### src/rtl/display_scan.sv
// display_scan
//   Walks display slots 1..NUM_ENTRIES once per frame. For each slot it puts
//   the slot number on display_number, waits for the provider's registered
//   response, captures it and, when the slot holds content, presents it to a
//   downstream renderer with a valid/ready handshake. Between frames it waits
//   FRAME_GAP cycles after the cycle that carries frame_done.
//
//   Optional feature (macro DISPLAY_SCAN_CHANGE_ONLY_EN): per-slot shadow
//   copies of the last response; a valid slot is presented only if it was
//   invalid last frame or its name/value changed.
//
// Ports
//   clk             clock
//   reset           asynchronous, active-high reset
//   scan_en         level; allows a new frame to start (sampled in IDLE only)
//   display_number  slot requested from the provider (0 = no request)
//   display_valid   provider: slot holds content
//   display_name    provider: 5 ASCII chars, first char in the MSBs
//   display_value   provider: 32-bit value
//   out_valid       entry presented on out_*
//   out_ready       renderer accepts the entry
//   out_index       slot number of the presented entry
//   out_name        captured name
//   out_value       captured value
//   frame_done      one-cycle pulse after the last slot is processed
//
// State  | meaning
// IDLE   | no request; waits for scan_en
// ADDR   | slot on display_number, provider registering it
// SETTLE | provider response valid; captured at exit edge
// EMIT   | entry presented until out_ready
// GAP    | frame_done cycle followed by FRAME_GAP idle cycles

module display_scan #(
  parameter int NUM_ENTRIES = 44,
  parameter int FRAME_GAP   = 16
) (
  input  logic        clk,
  input  logic        reset,
  input  logic        scan_en,
  output logic [5:0]  display_number,
  input  logic        display_valid,
  input  logic [39:0] display_name,
  input  logic [31:0] display_value,
  output logic        out_valid,
  input  logic        out_ready,
  output logic [5:0]  out_index,
  output logic [39:0] out_name,
  output logic [31:0] out_value,
  output logic        frame_done
);

  localparam logic [5:0] LAST_SLOT = 6'(NUM_ENTRIES);
  localparam logic [7:0] GAP_LOAD  = 8'(FRAME_GAP);

  typedef enum logic [2:0] {
    S_IDLE,
    S_ADDR,
    S_SETTLE,
    S_EMIT,
    S_GAP
  } state_t;

  state_t     state, state_nxt;
  logic [5:0] slot, slot_nxt;
  logic [7:0] gap_cnt, gap_cnt_nxt;
  logic       done_nxt;
  logic       advance;
  logic       emit_ok;
  logic       capture;

  // The provider response for the current slot is valid only during SETTLE.
  assign capture = (state == S_SETTLE);

`ifdef DISPLAY_SCAN_CHANGE_ONLY_EN
  // Indexed directly by the 6-bit slot; entries above NUM_ENTRIES are never
  // written and reduce to constants.
  logic        sh_valid [64];
  logic [39:0] sh_name  [64];
  logic [31:0] sh_value [64];

  assign emit_ok = display_valid &&
                   (!sh_valid[slot] ||
                    (sh_name[slot]  != display_name) ||
                    (sh_value[slot] != display_value));

  always_ff @(posedge clk or posedge reset) begin
    if (reset) begin
      for (int i = 0; i < 64; i++) begin
        sh_valid[i] <= 1'b0;
        sh_name[i]  <= '0;
        sh_value[i] <= '0;
      end
    end else if (capture) begin
      sh_valid[slot] <= display_valid;
      sh_name[slot]  <= display_name;
      sh_value[slot] <= display_value;
    end
  end
`else
  assign emit_ok = display_valid;
`endif

  always_comb begin
    state_nxt   = state;
    slot_nxt    = slot;
    gap_cnt_nxt = gap_cnt;
    done_nxt    = 1'b0;
    advance     = 1'b0;
    case (state)
      S_IDLE: begin
        if (scan_en) begin
          slot_nxt  = 6'd1;
          state_nxt = S_ADDR;
        end
      end
      S_ADDR:   state_nxt = S_SETTLE;
      S_SETTLE: begin
        if (emit_ok) state_nxt = S_EMIT;
        else         advance   = 1'b1;
      end
      S_EMIT: begin
        if (out_ready) advance = 1'b1;
      end
      S_GAP: begin
        // Down-counter loaded with FRAME_GAP on frame end; the first GAP
        // cycle carries frame_done, then FRAME_GAP further cycles follow.
        if (gap_cnt == 8'd0) state_nxt   = S_IDLE;
        else                 gap_cnt_nxt = gap_cnt - 8'd1;
      end
      default: state_nxt = S_IDLE;
    endcase

    if (advance) begin
      if (slot < LAST_SLOT) begin
        slot_nxt  = slot + 6'd1;
        state_nxt = S_ADDR;
      end else begin
        done_nxt    = 1'b1;
        gap_cnt_nxt = GAP_LOAD;
        state_nxt   = S_GAP;
      end
    end
  end

  always_ff @(posedge clk or posedge reset) begin
    if (reset) begin
      state      <= S_IDLE;
      slot       <= 6'd0;
      gap_cnt    <= 8'd0;
      frame_done <= 1'b0;
      out_index  <= 6'd0;
      out_name   <= '0;
      out_value  <= '0;
    end else begin
      state      <= state_nxt;
      slot       <= slot_nxt;
      gap_cnt    <= gap_cnt_nxt;
      frame_done <= done_nxt;
      if (capture) begin
        out_index <= slot;
        out_name  <= display_name;
        out_value <= display_value;
      end
    end
  end

  // Decoded from state so reset clears them without waiting for a clock.
  assign display_number = (state == S_ADDR || state == S_SETTLE) ? slot : 6'd0;
  assign out_valid      = (state == S_EMIT);

endmodule

### config.mk
export PLATFORM = sky130hd
export DESIGN_NAME = display_scan
export DESIGN_NICKNAME = d
export VERILOG_FILES = /design/src/rtl/display_scan.sv
export SDC_FILE = /design/constraint.sdc
export NUM_CORES = 1
export LEC_CHECK = 0
export ABC_CLOCK_PERIOD_IN_PS = 8000
export CAP_MARGIN = 20
export CORE_UTILIZATION = 46
export CTS_CLUSTER_SIZE = 10
export DETAILED_ROUTE_END_ITERATION = 6
export PLACE_DENSITY = 0.85
export SYNTH_ARGS = -nofsm -noshare
export SYNTH_HDL_FRONTEND = slang
export SYNTH_SLANG_ARGS = --single-unit
### constraint.sdc
create_clock -name clk -period 8 [get_ports clk]
set_clock_uncertainty 0.05 [all_clocks]
set_input_delay 0.8 -clock clk [delete_from_list [all_inputs] [get_ports clk]]
set_output_delay 0.8 -clock clk [all_outputs]
set_load 0.01 [all_outputs]
# After elaboration in Yosys (flattened, before gate mapping)
# Cells that the tools add are included.
[word_totals]
ff_bits = 96
inputBits = 77
output_inout_bits = 86
elab_cells = 42
[classes]
add_sub_neg = 2
order_cmp = 1
n_eq_ne = 8
n_mux = 20
n_reduce_logical = 4
[ops]
columns = ["op", "count"]
rows = [
  ["8-bit two-way mux", 4],
  ["6-bit two-way mux", 5],
  ["3-bit two-way mux", 5],
  ["3-bit one-hot mux with 5 select lines", 1],
  ["3-bit != test (second input constant)", 3],
  ["8-bit logical NOT", 1],
  ["8-bit by 1-bit subtractor with 8-bit output (second input constant)", 1],
  ["6-bit by 1-bit adder with 6-bit output (second input constant)", 1],
  ["3-bit by 2-bit equality test with 1-bit output (second input constant)", 2],
  ["6-bit less-than comparator (second input constant)", 1],
  ["1-bit two-way mux", 4],
  ["4-bit AND reduction", 1],
  ["3-bit by 1-bit equality test with 1-bit output (second input constant)", 1],
  ["3-bit equality test (second input constant)", 1],
  ["3-bit logical NOT", 1],
  ["2-bit by 1-bit != test with 1-bit output (second input constant)", 1],
  ["1-bit one-hot mux with 2 select lines", 1],
  ["1-bit logical OR", 1],
]

# Longest topological paths before layout
[logic_depth]
ltp_word = 5
mapped_depth = 6
depth_no_buf = 5

# Worst setup path after synthesis
# No wires, ideal clock.
[synth_timing]
kind = "in2reg"
startpoint = "in display_valid"
endpoint = "reg state[0]"
setup_ps = 125
t_arrival_ps = 1845
required_ps = 7825
setup_slack_ps = 5980
cell_stages = 4
path_buffers = 0
cell_sequence = "or2_1 a2111oi_4 a211oi_1 mux2_2"
[synth_between]
elab_chain_len = 4
elab_cells_between_ends = 8
cone_classes = "4 x eq/ne; 3 x mux; 1 x reduce/logical"
[synth_rtl]
columns = ["item", "line_no", "text"]
rows = [
  ["start, declared", "42", "input logic display_valid,"],
  ["1-bit two-way mux", "119", "if (emit_ok) state_nxt = S_EMIT;"],
  ["1-bit one-hot mux with 2 select lines", "110", "case (state)"],
  ["3-bit != test (no source line) or 2-bit by 1-bit != test with 1-bit output (tied branches)", "--", ""],
  ["4-bit AND reduction (no source line)", "--", ""],
  ["end signal, assigned", "156", "state <= state_nxt;"],
  ["end, declared", "64", "state_t state, state_nxt;"],
]
# Several ways; a longest one is shown, not always the timed one.
# A chain may end at the register's enable or synchronous reset.

# Worst setup path in the final report
[layout_timing]
startpoint = "reg state[0]"
endpoint = "out display_number[1]"
[layout_between]
elab_chain_len = 3
elab_cells_between_ends = 4
cone_classes = "2 x eq/ne; 1 x mux; 1 x reduce/logical"
[layout_rtl]
columns = ["item", "line_no", "text"]
rows = [
  ["3-bit by 1-bit equality test with 1-bit output or 3-bit by 2-bit equality test with 1-bit output (tied branches)", "169", "assign display_number = (state == S_ADDR || state == S_SETTLE) ? slot : 6'd0;"],
  ["1-bit logical OR *", "169", ""],
  ["6-bit two-way mux *", "169", ""],
  ["end, declared", "41", "output logic [5:0] display_number,"],
]
# Mark *: on every way between the ends. The rest lies on a longest branch, timed or not.

==> summary.log <==
INFO  outcome        result_of_the_run=completed
INFO  synth          synth-seq-area-share=61.0%
INFO  drt            drt-initial-drc-count=59
INFO  timing         final_hold_viol_count=0
INFO  synth          ys_warn_count=0
INFO  drt            route.vias.total=2795
INFO  min_path       worstHoldPathType=reg -> reg
INFO  pwr            power.combinational.fraction=48.6%
INFO  placement      detailed_placement_wirelength_estimate=6.44mm
INFO  timing         fin_crit_sh=37.9%
INFO  cts            clkSinkCount=96
INFO  critical_path  cp-end-kind=output pin
INFO  global_routing antenna_found_initial=0
INFO  synth          syn_area_per_cell=14.4µm²
INFO  placement      port_buffers=162
INFO  timing         totalNegativeSetupSlack=0ps
INFO  timing         finalMaxSlewViolations=0
INFO  synth          synth_ff_type=sky130_fd_sc_hd__dfrtp_1
INFO  synth          synth-edff-count=0
INFO  pwr            switching_share=32.5%
INFO  cells_and_area top_library_cells_by_usage_in_the_layout_fill_and_taps_aside=162 x sky130_fd_sc_hd__clkdlybuf4s50_1, 96 x sky130_fd_sc_hd__dfrtp_1, 61 x sky130_fd_sc_hd__mux2_2
INFO  critical_path  crit_arrival=2180ps
INFO  cells_and_area layout_cell_share_with_drive_strength_beyond_1=19.2%
INFO  cts            ctsResizeCount=0
INFO  critical_path  worstPathRequired=7150ps
INFO  pwr            power.density=378nW/µm²
INFO  critical_path  worst-path-max-fanout=15
INFO  timing         tightest_slew=1000ps
INFO  cells_and_area fillers=596
INFO  drt            detail_route.first_pass.iterations=4
INFO  pwr            leakage_power_figure=2.39nW
INFO  cts            inserted_clock_buffers=9
INFO  timing         maxClockFrequency=330MHz
INFO  critical_path  criticalPathCategory=reg -> out
INFO  synth          synth_fp_nets=354
INFO  global_routing track_usage=20.0%
INFO  critical_path  slowest_stage=sky130_fd_sc_hd__dfrtp_1
INFO  drt            via_per_inst=5.10
INFO  timing         final_period_minus_worst_setup_slack=3030ps
INFO  die            core.rowCount=33
INFO  die            die_h=94.6µm
INFO  critical_path  crit_chain=xnor2_1 -> nor2_1 -> and2_1 -> clkdlybuf4s50_1
INFO  cells_and_area layout.cells.most_common=sky130_fd_sc_hd__clkdlybuf4s50_1
INFO  synth          number_of_instances_in_the_synthesized_netlist=274
INFO  global_routing grt_pass1_vias=2776
INFO  timing         fin_worst_hold_slack=439ps
INFO  die            die-width=94.6µm
INFO  critical_path  crit_buf_inv=1
INFO  synth          post_synth_num_cell_types=38
INFO  critical_path  cpPeakStageDelay=650ps
INFO  global_routing grt_max_degree=79
INFO  global_routing grt_first_pass_wirelength=13.6mm
INFO  timing         unrepaired_setup_endpoints_after_global_routing=no
INFO  cts            postCtsSetupBuffers=0
INFO  timing         fin_ws=4970ps
INFO  critical_path  worstSetupStartpointType=flop
INFO  cts            clock_insertion_delay_worst_skew=340ps
INFO  pwr            clkPwrFrac=13.0%
INFO  timing         worst_slew_margin_rel=33.1%
INFO  global_routing grt_overflow=0
INFO  cts            hold_buffers=0
INFO  synth          synth_async_sr_flop_share=100%
INFO  drt            post_drt_wl_per_cell=16.2µm
INFO  synth          synth_seq_cells=96
INFO  cells_and_area antenna_cells_inserted=0
INFO  cts            cts_root_buffer=sky130_fd_sc_hd__clkbuf_8
INFO  cells_and_area flow.area_growth_from_synthesis=48.0%
INFO  placement      dpl_worst_slack=5350ps
INFO  timing         final_setup_violations=0
INFO  pwr            p_seq_share=38.4%
INFO  pwr            vdd.ir_drop.worst=0.215mV
INFO  drt            wirelength=8.87mm
INFO  die            floorplan.io_pins=163
INFO  placement      place.gp.congestion=0.768
INFO  pwr            internal_power=0.00149W
INFO  die            core_area=8260µm²
INFO  drt            drc=0
INFO  die            die-area=8940µm²
INFO  drt            drt.antenna.violating_nets=0
INFO  cts            worst_setup_hold_path_clk_slew=90ps
INFO  critical_path  path_delay_family=flip-flops
INFO  flow_run       cap_viol_max_count=0
INFO  pwr            p_sw=0.000718W
INFO  synth          post_synth_instance_area=3940µm²
INFO  cts            htree_levels=3
INFO  die            start_util=47.7%
INFO  cells_and_area design.final.nets=518
INFO  cts            maximum_root_to_sink_buffer_count=2
INFO  cts            cts_tree=yes
[worst register-to-register path: stages (launching register included)]
cell,delay [ps]
sky130_fd_sc_hd__dfrtp_1,490
sky130_fd_sc_hd__nand2b_1,290
sky130_fd_sc_hd__nor2_4,110
sky130_fd_sc_hd__buf_4,710
sky130_fd_sc_hd__mux2_2,540
[Yosys cell counts, types with 2 or more instances]
| cell type | n | area [µm²] |
|---|---|---|
| sky130_fd_sc_hd__inv_1 | 4 | 15.0 |
| sky130_fd_sc_hd__and2_1 | 7 | 43.8 |
| sky130_fd_sc_hd__mux2_2 | 61 | 687 |
| sky130_fd_sc_hd__o21ai_0 | 2 | 10.0 |
| sky130_fd_sc_hd__a21oi_1 | 6 | 30.0 |
| sky130_fd_sc_hd__nand2_1 | 9 | 33.8 |
| sky130_fd_sc_hd__nor4b_1 | 2 | 17.5 |
| sky130_fd_sc_hd__dfrtp_1 | 96 | 2400 |
| sky130_fd_sc_hd__mux2i_1 | 2 | 20.0 |
| sky130_fd_sc_hd__or2_1 | 2 | 12.5 |
| sky130_fd_sc_hd__ha_1 | 3 | 37.5 |
| sky130_fd_sc_hd__buf_2 | 8 | 40.0 |
| sky130_fd_sc_hd__nand4_1 | 3 | 18.8 |
| sky130_fd_sc_hd__mux2_1 | 18 | 203 |
| sky130_fd_sc_hd__buf_4 | 3 | 22.5 |
| sky130_fd_sc_hd__nor2_1 | 13 | 48.8 |
| sky130_fd_sc_hd__xnor2_1 | 3 | 26.3 |
| sky130_fd_sc_hd__xor2_1 | 4 | 35.0 |
| sky130_fd_sc_hd__or3_1 | 3 | 18.8 |
| sky130_fd_sc_hd__a211oi_1 | 2 | 15.0 |
| sky130_fd_sc_hd__nor3_1 | 4 | 20.0 |
| sky130_fd_sc_hd__nand3_1 | 3 | 15.0 |
[path summary, 6_finish.rpt]
kind | to | slack [ps] | start | depth (start not counted)
min in group asynchronous | out_name[12] | 830 | reset | 2
worst min register to register | out_name[37] | 440 | out_name[37] | 1
worst min-delay path | out_name[37] | 440 | out_name[37] | 1
worst max register to register | out_name[16] | 5700 | state[2] | 4
max in group asynchronous | out_name[30] | 5970 | reset | 3
worst max-delay path | display_number[1] | 4970 | state[0] | 4
[metrics by stage]
step | total power (W) | cell area, µm² | cells | util (%)
after global placement | 0.00190 | 5650 | 532 | 68.5
after detailed placement | 0.00194 | 5650 | 532 | 68.5
after floorplan | 0.00138 | 3940 | 274 | -
after global routing | 0.00235 | 5830 | 548 | 70.7
final | 0.00221 | 5830 | 548 | 70.7
after CTS | 0.00224 | 5830 | 548 | 70.7
[metal layers]
metal | vias up | wire (µm) | global-route usage [%]
li1 | 1299 | - | -
met1 | 1384 | 3580 | 24.5
met2 | 98 | 4620 | 34.9
met3 | 14 | 515 | 3.70
met4 | 0 | 151 | 7.83
met5 | - | 0 | 0
[final cells by class]
cell class / instances / area (µm²) / area share (%)
repair buffers: 164 / 1640 / 28.1
well taps: 105 / 131 / 2.25
inverters: 4 / 16.3 / 0.279
clock buffers: 11 / 141 / 2.42
flip-flops and latches: 96 / 2400 / 41.2
clock inverters: 5 / 40.0 / 0.686
multi-input cells: 163 / 1470 / 25.1
[sequential cells by signal (all words and copies together), names as in the netlist]
register and flops:
gap_cnt 8, frame_done 1, out_name 40, out_index 6, out_value 32, slot 6, state 3
[cell families (layout without fill, tap and decap cells)]
group | count (synthesis) | after routing | share of synthesized area, %
AOI/OAI and AO/OA | 17 | 17 | 3.84
muxes | 81 | 81 | 23.1
DFF | 96 | 96 | 61.0
xor gates and xnor gates | 7 | 7 | 1.56
buffers and inverters | 15 | 184 | 1.97
adders and majority gates | 3 | 3 | 0.952
and+or+nand+nor | 55 | 55 | 7.65
[power by group through the flow]
stage / logic (W) / registers (W) / clock network, W
floorplan: 0.000450 / 0.000926 / 0
global placement: 0.00105 / 0.000844 / 0
detailed placement: 0.00108 / 0.000860 / 0
CTS: 0.00109 / 0.000850 / 0.000297
global route: 0.00115 / 0.000879 / 0.000317
finish: 0.00107 / 0.000848 / 0.000286
(Power assumes the default switching activity.)
